**src/rtl/add32_unit.sv**
```systemverilog
// add32_unit: 32-bit two's-complement adder for PC+4 and branch-target math.
// Provides a zero-latency combinational sum plus a one-cycle registered copy
// with carry/overflow/zero/negative flags captured under in_valid.
// Optional macro ADD32_SUB_EN adds a `sub` input selecting a - b.
module add32_unit #(
   parameter int WIDTH = 32
) (
   input  logic             clk,
   input  logic             rst_n,
   input  logic [WIDTH-1:0] a,
   input  logic [WIDTH-1:0] b,
   input  logic             cin,
`ifdef ADD32_SUB_EN
   input  logic             sub,
`endif
   input  logic             in_valid,
   output logic [WIDTH-1:0] out,
   output logic [WIDTH-1:0] out_q,
   output logic             out_valid,
   output logic             carry_q,
   output logic             ovf_q,
   output logic             zero_q,
   output logic             neg_q
);

   // Signed overflow: same-sign operands whose result sign flips.
   function automatic logic calc_ovf(input logic sa, input logic sb, input logic sr);
      return (sa == sb) && (sr != sa);
   endfunction

   logic [WIDTH-1:0] b_eff;
   logic             cin_eff;
   logic [WIDTH:0]   sum_ext;
   logic [WIDTH-1:0] out_d;
   logic             out_valid_d;
   logic             carry_d;
   logic             ovf_d;
   logic             zero_d;
   logic             neg_d;

   // Operand selection and full-width (carry-preserving) addition.
   always_comb begin
`ifdef ADD32_SUB_EN
      b_eff   = sub ? ~b : b;
      cin_eff = sub ? 1'b1 : cin;
`else
      b_eff   = b;
      cin_eff = cin;
`endif
      sum_ext = {1'b0, a} + {1'b0, b_eff} + {{WIDTH{1'b0}}, cin_eff};
   end

   assign out = sum_ext[WIDTH-1:0];

   // Next-state: capture sum and flags on in_valid, otherwise hold.
   always_comb begin
      out_d       = out_q;
      carry_d     = carry_q;
      ovf_d       = ovf_q;
      zero_d      = zero_q;
      neg_d       = neg_q;
      out_valid_d = 1'b0;
      if (in_valid) begin
         out_d       = sum_ext[WIDTH-1:0];
         carry_d     = sum_ext[WIDTH];
         ovf_d       = calc_ovf(a[WIDTH-1], b_eff[WIDTH-1], sum_ext[WIDTH-1]);
         zero_d      = (sum_ext[WIDTH-1:0] == '0);
         neg_d       = sum_ext[WIDTH-1];
         out_valid_d = 1'b1;
      end
   end

   // Result/flag registers; reset clears everything and wins over in_valid.
   always_ff @(posedge clk) begin
      if (!rst_n) begin
         out_q     <= '0;
         carry_q   <= 1'b0;
         ovf_q     <= 1'b0;
         zero_q    <= 1'b0;
         neg_q     <= 1'b0;
         out_valid <= 1'b0;
      end else begin
         out_q     <= out_d;
         carry_q   <= carry_d;
         ovf_q     <= ovf_d;
         zero_q    <= zero_d;
         neg_q     <= neg_d;
         out_valid <= out_valid_d;
      end
   end

endmodule

```
**config.mk**
```make
export PLATFORM = sky130hd
export DESIGN_NAME = add32_unit
export DESIGN_NICKNAME = d
export VERILOG_FILES = /design/src/rtl/add32_unit.sv
export SDC_FILE = /design/constraint.sdc
export NUM_CORES = 1
export LEC_CHECK = 0
export BUFFER_PORTS_ARGS = -buffer_cell sky130_fd_sc_hd__buf_2
export CAP_MARGIN = 20
export CORE_UTILIZATION = 40
export DETAILED_ROUTE_END_ITERATION = 7
export PLACE_DENSITY = 0.68
export RECOVER_POWER = 50
export SLEW_MARGIN = 30
export SYNTH_ARGS = -nofsm -noshare
export SYNTH_HDL_FRONTEND = slang
export SYNTH_SLANG_ARGS = --single-unit
```
**constraint.sdc**
```tcl
create_clock -name clk -period 5.6 [get_ports clk]
set_input_delay 1.12 -clock clk [delete_from_list [all_inputs] [get_ports clk]]
set_output_delay 1.12 -clock clk [all_outputs]
set_load 0.05 [all_outputs]
```
==> results by group <==
Setup path
  • Reg2Reg Setup Slack: around 4800 ps
  • Most frequent CP cell: or4_1
  • Critical path's slowest cell: clkbuf_1
  • Worst EP arrival: 5240 ps
  • R2R Path Start: ovf_q$_SDFFE_PN0P_
  • Slowest Stage Delay on Critical Path: about 1800 ps
  • Crit Path Max Fanout: 44
  • Req. time, crit path: 5820 ps
  • CP Class: input pin to flip-flop
  • Worst-path cell chain: buf_2, clkbuf_1, and2_2, nand3b_2, or4_1, or4_1, nor4_1, and4b_1, nand4_1, o21ai_1
  • Worst R2R End: ovf_q$_SDFFE_PN0P_
  • R2R depth: 2
  • Setup crit start kind: input pin
  • Critical Path End Type: flip-flop

Timing
  • Fin crit share: around 90%
  • PnR worst setup slack: about 580 ps
  • Final setup TNS: 0 ps
  • Peak Freq: 199.4 MHz
  • Final Hold Viols: 0
  • Clk_skew: 0 ps
  • Rel. slew slack: -73.13%
  • Setup violators final: 0
  • Unrepaired setup endpoints after global routing: no
  • Minimum clock period: 5016 ps
  • Slew @ Worst Pin: 2597 ps
  • Fin. max-slew vios: 45

CTS
  • Clock Latency Late Sink: around 280 ps
  • TritonCTS Buffers: 5
  • H-tree depth: 2
  • Post-CTS setup buffers: 0
  • Clock sink count: 36
  • Clock root buffer: clkbuf_8
  • Worst-path clk slew: 70 ps
  • Clock buffer depth: 2
  • CTS tree: done
  • CTS Hold Bufs: 0
  • CTS-repair resized insts: 0

Run status
  • Failing checks: max-capacitance violations, max-slew violations
  • Status: finished with violations

Finish
  • Ant. Diodes: 0
  • Post-layout nets: 619
  • Area Growth Syn to Fin: 16.04%
  • Share of cells above drive strength 1: roughly 23%

Drt
  • Routed WL: approximately 9100 um
  • Drt drc: 0
  • Vias: 3,311
  • Pre-antenna DRT Iters: 4
  • Vias per std cell: about 5.3
  • Starting DRC count in detailed routing: 92
  • DR WL/cell: about 15 um
  • Remaining antenna violation count: 0

Power and ir drop
  • Design Power: 1.246 mW
  • P per Cell Area: slightly above 300 nW/um2
  • Max VDD drop: roughly 100 uV
  • Leak: approximately 1.9 nW

Place
  • Port-buffer cells: between 100 and 150
  • Place WS: between 500 and 600 ps
  • Routability cong.: between 0.8 and 0.9
  • DP HPWL: 7292 um

Logic synthesis
  • EDFF count, synth: 0
  • Post-Synthesis Cells: 420
  • Ys async rst share: 0%
  • Area contributors post-synth: dfxtp_1, ha_1, mux2i_1
  • Most used DFF post-synth: dfxtp_1
  • Netlist cell types: 60
  • Post-synthesis average cell area: a little over 8 um2
  • Share of Yosys cell area claimed by the top area cell type: a little over a fifth
  • Most common cell in the netlist: dfxtp_1
  • Syn_nets: about 520
  • Sequential area share after synthesis: approximately a fifth
  • Synth area leader: dfxtp_1
  • Commonest cells in the netlist: dfxtp_1, buf_4, nand2_1
  • Synth Cell Area: about 3400 um2
  • Syn. warnings: 0
  • Number of synthesized register bits: 36

Floorplan
  • Ports: roughly 140
  • Die ar.: 8993 um2
  • Die X: between 90 and 100 um
  • Initial Utilization: 41.74%
  • DIE HEIGHT: about 95 um
  • Area of the core: 8258 um2
  • Site row count: 33

Global route
  • Total GRT Usage: roughly a fifth
  • Total congestion overflow: 0
  • Initial antenna violation count: 0
  • First-pass GRT wire length: about 14,000 um
  • Largest net degree at the start of global routing: 45
  • Number of global-route vias before repair: 2,912

Flow run
  • Max-Cap Viols: 1

Hold path
  • HP Start: out_q[2]$_SDFFE_PN0P_
  • Hold depth: 1
  • Worst Hold Path EP: out_q[2]$_SDFFE_PN0P_
  • Hold Crit Class: flip-flop to flip-flop
[area by class of cell]
type	instances	area, um2
Timing Repair Buffer	137	638.1
Multi-Input combinational cell	319	2331
Fill cell	881	4258
Clock inverter	2	35.03
Clock buffer	6	72.57
Sequential cell	36	720.7
Tap cell	105	131.4
Inverter	19	71.32
[layout by cell type, fill, tap and decap left out, types with 5 or more instances in the layout]
master	instances
nor2b_1	31
nand4_1	8
xor2_1	6
clkbuf_8	5
nor2_1	16
a21oi_2	6
xnor2_1	21
o211a_1	6
o21ai_0	16
nand3_1	9
buf_2	99
o21a_1	5
a21oi_1	29
nor3_1	6
ha_1	31
dfxtp_1	36
inv_1	19
a21o_1	6
mux2i_1	26
clkbuf_1	39
o21ai_1	6
nand2_1	32
[how the worst max path moves through the flow]
stage                        start             endpoint  slack (ps)  cells past startpoint
after floorplan               a[0]              out[20]        1000                     14
after global placement        a[0]              out[20]         650                     15
after detailed placement      a[0]              out[20]         600                     15
after CTS                     a[0]              out[20]         590                     15
after global routing      in_valid  zero_q$_SDFFE_PN0P_         270                     10
final                     in_valid  zero_q$_SDFFE_PN0P_         580                     10
[critical path: cells and delay by family]
family          cells  cell delay [ps]
compound gates      1              150
simple gates        7             2040
buf+inv             2             1920
[layer usage]
| layer | up-vias | wire length [um] | share of wire, % | global-route usage (%) |
|---|---|---|---|---|
| li1 | 1678 | - | - | - |
| met1 | 1523 | 4433 | 49 | 28.61 |
| met2 | 104 | 4087 | 45 | 31.12 |
| met3 | 6 | 472 | 5.2 | 2.013 |
| met4 | 0 | 85 | 0.94 | 4.924 |
| met5 | - | 0 | 0 | 0 |
[where the power goes]
| part | leakage, nW | internal, mW | switching [mW] | total [mW] |
|---|---|---|---|---|
| clock | 0.0552 | 0.132 | 0.0950 | 0.227 |
| sequential | 0.298 | 0.284 | 0.0151 | 0.299 |
| combinational | 1.51 | 0.194 | 0.526 | 0.719 |
| total | 1.86 | 0.610 | 0.636 | 1.25 |
[metrics by stage]
step                cell area [um2]  cells  hold slack [ps]  utilization (%)
detailed placement             3943    616            463.3            47.74
global placement               3943    616            458.4            47.74
global route                   4000    624            505.4            48.44
finish                         4000    624            479.7            48.44
floorplan                      3447    420            698.7                -
CTS                            4050    624            481.5            49.05
[kinds of logic after synthesis]
logic type	count (synthesis)	share of synthesized area, %
AO/OA/AOI/OAI	107	21.20
XOR/XNOR	27	6.860
adder cells (fa/ha/maj)	33	12.41
buffers and inverters	65	11.47
flip-flops	36	20.91
multiplexers	26	7.550
AND/OR/NAND/NOR	126	19.60
[state kept, by name, summed over array words and instances, names as in the netlist]
signal and count:
out_q 32, out_valid 1, carry_q 1, zero_q 1, ovf_q 1
Power figures use the tool's default switching activity.
